## src/rtl/clock_pkg.sv

```systemverilog
// -----------------------------------------------------------------------------
// clock_pkg
//   Constants shared by the alarm-clock blocks (alarm controller, LCD driver,
//   alarm_buzzer): the annunciator FSM state encoding, the second-counter
//   width and a helper that sizes millisecond counters from their longest
//   interval.
// -----------------------------------------------------------------------------
package clock_pkg;

    // Annunciator FSM encoding (3 bits).
    localparam logic [2:0] ST_IDLE_ENC     = 3'd0;
    localparam logic [2:0] ST_BEEP_ON_ENC  = 3'd1;
    localparam logic [2:0] ST_BEEP_OFF_ENC = 3'd2;
    localparam logic [2:0] ST_GAP_ENC      = 3'd3;
    localparam logic [2:0] ST_HOLD_ENC     = 3'd4;

    typedef enum logic [2:0] {
        ST_IDLE     = ST_IDLE_ENC,
        ST_BEEP_ON  = ST_BEEP_ON_ENC,
        ST_BEEP_OFF = ST_BEEP_OFF_ENC,
        ST_GAP      = ST_GAP_ENC,
        ST_HOLD     = ST_HOLD_ENC
    } buzz_state_t;

    // Second counter: 8 bits, saturating.
    localparam int               SEC_W   = 8;
    localparam logic [SEC_W-1:0] SEC_MAX = '1;

    // Width of a millisecond counter that must hold the longest of three
    // intervals.
    function automatic int ms_cnt_width(input int a, input int b, input int c);
        int m;
        m = a;
        if (b > m) m = b;
        if (c > m) m = c;
        return (m < 2) ? 1 : $clog2(m + 1);
    endfunction

endpackage

```

## src/rtl/alarm_buzzer_tone_gen.sv

```systemverilog
// -----------------------------------------------------------------------------
// tone_gen
//   Square-wave divider for the piezo tone. While en is high the phase output
//   flips every TONE_HALF clk_1k cycles. clr synchronously returns the divider
//   and the phase to 0 and has priority over en, so the output is low whenever
//   the tone is not running.
// Ports
//   clk_1k  in   1 kHz system clock
//   rst_n   in   asynchronous active-low reset
//   en      in   advance the divider this cycle
//   clr     in   synchronous clear of divider and phase
//   tone    out  tone phase (registered)
// -----------------------------------------------------------------------------
module tone_gen
    import clock_pkg::*;
#(
    parameter int TONE_HALF = 1
) (
    input  logic clk_1k,
    input  logic rst_n,
    input  logic en,
    input  logic clr,
    output logic tone
);

    localparam int CW = (TONE_HALF > 1) ? $clog2(TONE_HALF) : 1;

    logic [CW-1:0] div_cnt;

    always_ff @(posedge clk_1k or negedge rst_n) begin
        if (!rst_n) begin
            div_cnt <= '0;
            tone    <= 1'b0;
        end else if (clr) begin
            div_cnt <= '0;
            tone    <= 1'b0;
        end else if (en) begin
            if (div_cnt == CW'(TONE_HALF - 1)) begin
                div_cnt <= '0;
                tone    <= ~tone;
            end else begin
                div_cnt <= div_cnt + 1'b1;
            end
        end
    end

endmodule

```

## src/rtl/alarm_buzzer.sv

```systemverilog
// -----------------------------------------------------------------------------
// alarm_buzzer
//   Annunciator behind the alarm controller's ringing interface. Turns the
//   alarm_ringing level into a grouped beep pattern on the piezo, lights the
//   beep LED during each beep, and enforces a ring timeout counted in
//   tick_1hz pulses. On timeout it emits a one-cycle auto_stop pulse which
//   the top level ORs into the controller's btn_stop.
//   Optional build macro ALARM_BUZZER_ESCALATE_EN: the inter-group gap halves
//   every 10 ringing seconds (floored at BEEP_OFF_MS).
// Ports
//   clk_1k         in   1 kHz system clock
//   rst_n          in   asynchronous active-low reset
//   tick_1hz       in   one-cycle pulse per second
//   alarm_ringing  in   high while the alarm rings
//   btn_stop       in   one-cycle stop pulse
//   buzzer_out     out  piezo drive (registered)
//   beep_led       out  high while a beep is sounding (registered)
//   ring_active    out  high in any state except IDLE (registered)
//   auto_stop      out  one-cycle pulse when the ring timeout expires
// -----------------------------------------------------------------------------
module alarm_buzzer
    import clock_pkg::*;
#(
    parameter int TONE_HALF   = 1,
    parameter int BEEP_ON_MS  = 100,
    parameter int BEEP_OFF_MS = 100,
    parameter int GROUP_BEEPS = 4,
    parameter int GAP_MS      = 600,
    parameter int TIMEOUT_S   = 60
) (
    input  logic clk_1k,
    input  logic rst_n,
    input  logic tick_1hz,
    input  logic alarm_ringing,
    input  logic btn_stop,
    output logic buzzer_out,
    output logic beep_led,
    output logic ring_active,
    output logic auto_stop
);

    localparam int MS_W = ms_cnt_width(BEEP_ON_MS, BEEP_OFF_MS, GAP_MS);
    localparam int BC_W = (GROUP_BEEPS < 2) ? 1 : $clog2(GROUP_BEEPS);

    buzz_state_t      state;
    logic             ring_q;
    logic [MS_W-1:0]  ms_cnt;
    logic [BC_W-1:0]  beep_cnt;
    logic [SEC_W-1:0] sec_cnt;
    logic [SEC_W-1:0] sec_next;
    logic [MS_W-1:0]  gap_eff;
    logic             rise;
    logic             active;
    logic             timeout;
    logic             on_done;
    logic             off_done;
    logic             gap_done;
    logic             tone_en;
    logic             tone_clr;

    assign rise     = alarm_ringing & ~ring_q;
    assign active   = (state == ST_BEEP_ON) || (state == ST_BEEP_OFF) || (state == ST_GAP);
    assign sec_next = (sec_cnt == SEC_MAX) ? sec_cnt : sec_cnt + 1'b1;

    // Timeout fires on the tick that brings the count to TIMEOUT_S, so
    // auto_stop appears the cycle right after that tick.
    assign timeout  = active & alarm_ringing & tick_1hz & (sec_next == SEC_W'(TIMEOUT_S));

    assign on_done  = (ms_cnt == MS_W'(BEEP_ON_MS - 1));
    assign off_done = (ms_cnt == MS_W'(BEEP_OFF_MS - 1));
    // Compare with >= because the escalated gap may shrink below the count
    // already reached inside the current gap.
    assign gap_done = (ms_cnt >= gap_eff - 1'b1);

    // Run the tone only while staying in BEEP_ON; any other case clears the
    // phase on the same edge, which keeps buzzer_out at 0 outside BEEP_ON and
    // starts every beep from phase 0.
    assign tone_en  = (state == ST_BEEP_ON) & alarm_ringing & ~timeout & ~btn_stop & ~on_done;
    assign tone_clr = ~tone_en;

`ifdef ALARM_BUZZER_ESCALATE_EN
    logic [2:0]       esc_shift;
    logic [SEC_W-1:0] esc_mark;
    logic [MS_W-1:0]  gap_shifted;

    // Next escalation happens when the second count reaches 10*(shift+1).
    assign esc_mark    = SEC_W'(10) * (SEC_W'(esc_shift) + 1'b1);
    assign gap_shifted = MS_W'(GAP_MS) >> esc_shift;
    assign gap_eff     = (gap_shifted < MS_W'(BEEP_OFF_MS)) ? MS_W'(BEEP_OFF_MS) : gap_shifted;

    always_ff @(posedge clk_1k or negedge rst_n) begin
        if (!rst_n) begin
            esc_shift <= '0;
        end else if ((state == ST_IDLE) || rise) begin
            esc_shift <= '0;
        end else if (active && alarm_ringing && tick_1hz &&
                     (sec_next == esc_mark) && (esc_shift != 3'd7)) begin
            esc_shift <= esc_shift + 1'b1;
        end
    end
`else
    assign gap_eff = MS_W'(GAP_MS);
`endif

    tone_gen #(
        .TONE_HALF (TONE_HALF)
    ) u_tone_gen (
        .clk_1k (clk_1k),
        .rst_n  (rst_n),
        .en     (tone_en),
        .clr    (tone_clr),
        .tone   (buzzer_out)
    );

    always_ff @(posedge clk_1k or negedge rst_n) begin
        if (!rst_n) begin
            state       <= ST_IDLE;
            ring_q      <= 1'b0;
            ms_cnt      <= '0;
            beep_cnt    <= '0;
            sec_cnt     <= '0;
            beep_led    <= 1'b0;
            ring_active <= 1'b0;
            auto_stop   <= 1'b0;
        end else begin
            ring_q    <= alarm_ringing;
            auto_stop <= 1'b0;
            case (state)
                ST_IDLE: begin
                    if (rise) begin
                        state       <= ST_BEEP_ON;
                        ms_cnt      <= '0;
                        beep_cnt    <= '0;
                        sec_cnt     <= '0;
                        beep_led    <= 1'b1;
                        ring_active <= 1'b1;
                    end
                end
                ST_HOLD: begin
                    if (!alarm_ringing) begin
                        state       <= ST_IDLE;
                        ms_cnt      <= '0;
                        beep_cnt    <= '0;
                        sec_cnt     <= '0;
                        ring_active <= 1'b0;
                    end
                end
                ST_BEEP_ON, ST_BEEP_OFF, ST_GAP: begin
                    // Ringing dropping outranks timeout, which outranks stop.
                    if (!alarm_ringing) begin
                        state       <= ST_IDLE;
                        ms_cnt      <= '0;
                        beep_cnt    <= '0;
                        sec_cnt     <= '0;
                        beep_led    <= 1'b0;
                        ring_active <= 1'b0;
                    end else if (timeout || btn_stop) begin
                        state     <= ST_HOLD;
                        ms_cnt    <= '0;
                        beep_led  <= 1'b0;
                        auto_stop <= timeout;
                    end else begin
                        if (tick_1hz) sec_cnt <= sec_next;
                        case (state)
                            ST_BEEP_ON: begin
                                if (on_done) begin
                                    ms_cnt   <= '0;
                                    beep_led <= 1'b0;
                                    if (beep_cnt == BC_W'(GROUP_BEEPS - 1)) begin
                                        state <= ST_GAP;
                                    end else begin
                                        beep_cnt <= beep_cnt + 1'b1;
                                        state    <= ST_BEEP_OFF;
                                    end
                                end else begin
                                    ms_cnt <= ms_cnt + 1'b1;
                                end
                            end
                            ST_BEEP_OFF: begin
                                if (off_done) begin
                                    ms_cnt   <= '0;
                                    beep_led <= 1'b1;
                                    state    <= ST_BEEP_ON;
                                end else begin
                                    ms_cnt <= ms_cnt + 1'b1;
                                end
                            end
                            default: begin
                                if (gap_done) begin
                                    ms_cnt   <= '0;
                                    beep_cnt <= '0;
                                    beep_led <= 1'b1;
                                    state    <= ST_BEEP_ON;
                                end else begin
                                    ms_cnt <= ms_cnt + 1'b1;
                                end
                            end
                        endcase
                    end
                end
                default: begin
                    state       <= ST_IDLE;
                    ms_cnt      <= '0;
                    beep_cnt    <= '0;
                    sec_cnt     <= '0;
                    beep_led    <= 1'b0;
                    ring_active <= 1'b0;
                end
            endcase
        end
    end

endmodule
```

## config.mk

```make
export PLATFORM = sky130hd
export DESIGN_NAME = alarm_buzzer
export DESIGN_NICKNAME = d
export VERILOG_FILES = /design/src/rtl/clock_pkg.sv /design/src/rtl/alarm_buzzer_tone_gen.sv /design/src/rtl/alarm_buzzer.sv
export SDC_FILE = /design/constraint.sdc
export NUM_CORES = 1
export LEC_CHECK = 0
export BUFFER_PORTS_ARGS = -buffer_cell sky130_fd_sc_hd__buf_2
export CAP_MARGIN = 20
export CORE_MARGIN = 2
export CORE_UTILIZATION = 63
export CTS_BUF_LIST = sky130_fd_sc_hd__clkbuf_4 sky130_fd_sc_hd__clkbuf_8
export DETAILED_ROUTE_END_ITERATION = 10
export HOLD_SLACK_MARGIN = 0.03
export PLACE_DENSITY = 0.89
export SKIP_LAST_GASP = 1
export SLEW_MARGIN = 25
export SYNTH_ARGS = -nofsm -noshare
export SYNTH_HDL_FRONTEND = slang
export SYNTH_SLANG_ARGS = --single-unit
```

## constraint.sdc

```tcl
create_clock -name clk_1k -period 2.8 [get_ports clk_1k]
set_input_delay 0.14 -clock clk_1k [delete_from_list [all_inputs] [get_ports clk_1k]]
set_output_delay 0.14 -clock clk_1k [all_outputs]
set_load 0.005 [all_outputs]
```

After elaboration in Yosys (flattened, before gate mapping)
Cells that the tools add are included.
- logic and storage cells: 114
- bits of input ports: 5
- output and inout port bits: 4
- bits in registers: 29
- add/subtract/negate cells: 4
- muxes and demuxes: 51
- order comparisons: 1
- equality and inequality tests: 21
- bitwise logic cells: 14
- reduce and logical (&&, ||, !) cells: 13
- operators by type and width (cell ; count):
    $mux W10 ; 7
    $mux W8 ; 6
    $pmux W10 S3 ; 1
    $pmux W8 S3 ; 1
    $mux W3 ; 7
    $mux W1 ; 15
    $mux W2 ; 7
    $ne A4 B4 Y1 const B ; 3
    $add A10 B1 Y10 const B ; 1
    $eq A10 B7 Y1 const B ; 1
    $ge A10 B10 Y1 const B ; 1
    $ne A5 B5 Y1 const B ; 2
    $reduce_and A5 Y1 ; 2
    $ne A3 B3 Y1 const B ; 3
    $pmux W3 S3 ; 1
    $add A8 B1 Y8 const B ; 1
    $and A1 B1 Y1 ; 8
    $eq A8 B6 Y1 const B ; 1
    $eq A8 B8 Y1 const B ; 1
    $ne A2 B2 Y1 const B ; 4
    $reduce_and A7 Y1 ; 1
    $eq A3 B2 Y1 const B ; 2
    $ne A6 B6 Y1 const B ; 1
    $not A1 Y1 ; 6
    17 further kinds ; 21

Depth between registers and ports, before layout
- depth after elaboration: 11
- mapped depth: 9
- gate-level depth less buffers: 7

Hierarchy
From an unflattened synthesis, not the netlist that was laid out.
- cell total of the unflattened synthesis: 195
- area total of the unflattened synthesis: 1745.4 um^2
- modules (own cells, without submodules) (module ; area each (um^2) ; cells each ; times used ; seq. area each (um^2)):
    alarm_buzzer ; 1707.9 ; 192 ; 1 ; 675.6
    tone_gen ; 37.5 ; 3 ; 1 ; 25.0

Worst setup path after synthesis
OpenSTA, ideal clock, no wires.
- kind: register to register
- start point: register ms_cnt[7]
- end point: register beep_cnt[0]
- required time: 2675 ps
- stages on the path, launching flop included: 7
- path buffers: 0
- slack: 419 ps
- arrival: 2256 ps
- period minus slack after synthesis: 2381 ps
- library setup time: 125 ps
- path through: dfrtp_1 > or4_1 > or4_4 > nand2_2 > o211ai_1 > a311o_1 > mux2_4
- cells in the longest elaborated chain, start to end: 3
- elaborated cells between the ends (all ways): 5
- classes of those cells: 1 x order compare; 3 x eq/ne; 1 x reduce/logical
- RTL lines (what ; line ; RTL):
    start, declared ; alarm_buzzer.sv:47 ; logic [MS_W-1:0] ms_cnt;
    start signal, assigned ; alarm_buzzer.sv:176 ; ms_cnt <= ms_cnt + 1'b1;
    start signal, assigned ; alarm_buzzer.sv:185 ; ms_cnt <= ms_cnt + 1'b1;
    start signal, assigned ; alarm_buzzer.sv:195 ; ms_cnt <= ms_cnt + 1'b1;
    $ge A10 B10 Y1 / $eq A10 B7 Y1 (equally long branches) ; alarm_buzzer.sv:73, alarm_buzzer.sv:69 ;
    $ne A4 B4 Y1 (no line) ; n/a ;
    $reduce_and A7 Y1 (no line) (*) ; n/a ;
    end signal, assigned ; alarm_buzzer.sv:172 ; beep_cnt <= beep_cnt + 1'b1;
    end, declared ; alarm_buzzer.sv:48 ; logic [BC_W-1:0] beep_cnt;
Every way passes the cells marked *; elsewhere a longest branch is shown, timed or not.
A chain may end at the register's enable or synchronous reset.

Final worst setup path
- start point: register sec_cnt[0]
- end point: register beep_cnt[0]
- cells in the longest elaborated chain, start to end: 7
- elaborated cells between the ends (all ways): 8
- classes of those cells: 1 x add/sub; 3 x eq/ne; 1 x mux; 1 x bitwise; 2 x reduce/logical
- RTL lines (what ; line ; RTL):
    start, declared ; alarm_buzzer.sv:49 ; logic [SEC_W-1:0] sec_cnt;
    start signal, assigned ; alarm_buzzer.sv:163 ; if (tick_1hz) sec_cnt <= sec_next;
    $add A8 B1 Y8 / $eq A8 B8 Y1 (equally long branches) ; alarm_buzzer.sv:63 ; assign sec_next = (sec_cnt == SEC_MAX) ? sec_cnt : sec_cnt + 1'b1;
    $mux W8 (*) ; alarm_buzzer.sv:63 ;
    $eq A8 B6 Y1 (*) ; alarm_buzzer.sv:67 ; assign timeout = active & alarm_ringing & tick_1hz & (sec_next == SEC_W'(TIMEOUT_S));
    $and A1 B1 Y1 (*) ; alarm_buzzer.sv:67 ;
    $logic_or A1 B1 Y1 (*) ; alarm_buzzer.sv:157 ; end else if (timeout || btn_stop) begin
    $ne A3 B3 Y1 (no line) (*) ; n/a ;
    $reduce_and A7 Y1 (no line) (*) ; n/a ;
Marks and branches as above.

==> metrics <==
Hold Crit Class=in -> async; r2r worst-path depth=7; most common cell after layout, fill and taps aside=dfrtp_1; Placer Congestion=0.911; fin area=0.00190 mm2; Starting Density=64.9%; maximum vdd drop=310 uV; Worst Path Required=3.05 ns; top cells by area, synth=dfrtp_1 (40%), o21ai_0 (4.6%), a21oi_1 (4.3%); Area growth syn-to-layout=7.89%; Critical Path Fanout Max=8; # IOs=9; pin count of the biggest net entering global routing=29; diode count=0; clock network power share=27.0%; worst r2r src=sec_cnt[0]$_DFFE_PN0P_; Post-synth EDFFs=0; crit path capture=beep_cnt[0]$_DFFE_PN0P_; number of detailed-route iterations in the first pass=4; stages on the worst setup path=7; drt drc=0; delay-heaviest family, CP=simple AND/OR/NAND/NOR gates; Post-Syn Area=0.00176 mm2; r2r setup slk=0.21 ns; layout cells sized above 1=12.5%; first-pass GRT wire length=6790 um; max_slew headroom=58.8%; Final Core Density=70.0%; P_int=556 uW; Logic pwr share=16.4%; vias post-DR=approximately 1600; placed inst area=between 0.0015 and 0.002 mm2; die height=56.8 um; DR vias/cell=~6.6; CTS Buf Count=3; initial antenna violation count=0; crit start category=flip-flop; setup TNS=0 ns; Slowest-stage cell, CP=dfrtp_1; Peak Freq=0.386 GHz; htree depth=1; Core ar.=0.00271 mm2; Seq pwr share=56.6%; total number of yosys warnings=0; post-synth top area share=39.8%; Critical R2R Capture=beep_cnt[0]$_DFFE_PN0P_; post-synth top area cell=dfrtp_1; Syn Inst Count=209; Worst-Skew Late Latency=roughly 0.34 ns; Die Width=roughly 57 um; Worst-Margin Slew=0.618 ns; Max-Cap Viols=0; most frequent cells in the layout=dfrtp_1 (28), nand2_1 (20), o21ai_0 (16); CTS clk-pin slew, worst paths=0.16 ns; initial detailed-routing violation count=107; aggregate global-route resource usage=26.5%; period utilization=between 90% and 100%; P_sw=218 uW; number of global-route vias before repair=around 1600; Seq/Total Area, Yosys=39.8%; Setup CP Type=reg -> reg; TritonCTS clock tree=done; result of the run=complete, no violations; Pwr Density=408 mW/mm2; Max Clock Skew=0.00257 ns; routed len/inst=16.2 um; count of cell types in the netlist=a little over 50; crit path capture type=flip-flop; final net count=about 230; Routed Wire Length=4010 um; post-DP HPWL=approximately 2800 um; clk buf depth=2; post-CTS setup repair buffer count=0; worst setup path startpoint=sec_cnt[0]$_DFFE_PN0P_; remaining global-route overflow=0; Arr. time, crit path=between 2 and 3 ns; Root Buffer=clkbuf_4; Period minus WS final=approximately 2.6 ns; post-synthesis net count=217; row cnt=19; ys flop type=dfrtp_1; total die area=~0.0032 mm2; clk sinks=28; Sw Ratio=28.2%; ys async rst share=100%; post-synthesis area per instance=roughly 8.4 um2; DRT antenna net count=0; Buffers on Ports=8; Final Slew Violations=0; Leak Pwr=just over 0.8 nW; final hold violation count=0; CP bufs+invs=0; RSZ-0062 raised after global routing=no; final setup vio count=0; cell-by-cell trace of the critical path=ha_1 > and4_1 > xnor2_1 > a32oi_2 > nor2_1 > a311o_1 > mux2_4; slowest stage delay, CP=slightly below 0.5 ns; Yosys reg bits=28
metal layers:
metal	vias to the layer above	part of all wire [%]	GRT usage [%]
met5	-	0	0
met4	0	2.2	11.3
met3	12	5.5	2.30
met2	59	49	43.2
met1	768	43	36.2
li1	779	-	-
cell type report:
type	count	area (um2)
Multi-Input combinational cell	156	970
Fill cell	208	812
Sequential cell	28	701
Timing Repair Buffer	16	108
Inverter	12	45.0
Tap cell	31	38.8
Clock buffer	4	36.3
sequential cells by signal (all words and copies together) (netlist names):
register / cells
ring_active: 1
beep_led: 1
ms_cnt: 10
ring_q: 1
beep_cnt: 2
u_tone_gen.tone: 1
state: 3
auto_stop: 1
sec_cnt: 8
cell usage after synthesis (2+ instances only):
cell type / count
nor3_1: 14
dfrtp_1: 28
nor4_1: 3
nand2_1: 20
nand3b_1: 2
nand4_1: 3
or2_2: 2
a211o_1: 4
buf_2: 2
clkbuf_1: 11
and3_1: 3
o31ai_1: 3
xnor2_1: 5
o21a_1: 2
a31oi_1: 2
o21ai_0: 16
o21bai_1: 2
nand3_1: 7
a21oi_1: 15
inv_1: 12
nand2b_1: 3
nor2_1: 15
nor2b_1: 4
o211ai_1: 2
ha_1: 3
worst min-delay path by stage:
| stage | startpoint | endpoint | slack (ns) | cells after the start |
|---|---|---|---|---|
| finish | rst_n | ring_active$_DFFE_PN0P_ | 0.32 | 2 |
| global route | rst_n | ring_active$_DFFE_PN0P_ | 0.38 | 2 |
| CTS | rst_n | ring_active$_DFFE_PN0P_ | 0.35 | 2 |
| detailed placement | rst_n | ring_active$_DFFE_PN0P_ | 0.19 | 1 |
| global placement | rst_n | ring_active$_DFFE_PN0P_ | 0.18 | 1 |
| floorplan | rst_n | auto_stop$_DFF_PN0_ | -0.16 | 0 |
logic make-up (layout without fill, tap and decap cells):
| group | Yosys count | in the layout | synth area share, % |
|---|---|---|---|
| compound gates | 64 | 64 | 25.2 |
| xor+xnor | 5 | 5 | 2.49 |
| fa+ha+maj | 3 | 3 | 2.13 |
| buf+inv | 25 | 32 | 5.48 |
| flops | 28 | 28 | 39.8 |
| mux | 2 | 2 | 1.42 |
| simple gates | 82 | 82 | 23.4 |
repair_timing:
action / CTS / global route
hold buffers: 3 / 0
hold endpoints to repair: 31 / 0
resized for setup: 0 / 1
endpoints found under the setup margin: 0 / 11
power by group through the flow:
stage	clock network [mW]	logic, mW	registers (mW)
3_3_place_gp	0	0.117	0.443
4_1_cts	0.208	0.127	0.437
5_1_grt	0.220	0.141	0.440
6_report	0.209	0.127	0.438
2_1_floorplan	0	0.0834	0.437
3_5_place_dp	0	0.124	0.444
metrics by stage:
step | std cells | hold WS (ns) | power, mW | setup slack [ns]
5_1_grt | 247 | 0.376 | 0.801 | 0.0271
3_3_place_gp | 240 | 0.181 | 0.561 | 0.297
3_5_place_dp | 240 | 0.189 | 0.568 | 0.149
6_report | 247 | 0.319 | 0.774 | 0.208
4_1_cts | 247 | 0.346 | 0.773 | 0.133
2_1_floorplan | 209 | -0.156 | 0.521 | 0.419
(Power assumes the default switching activity.)
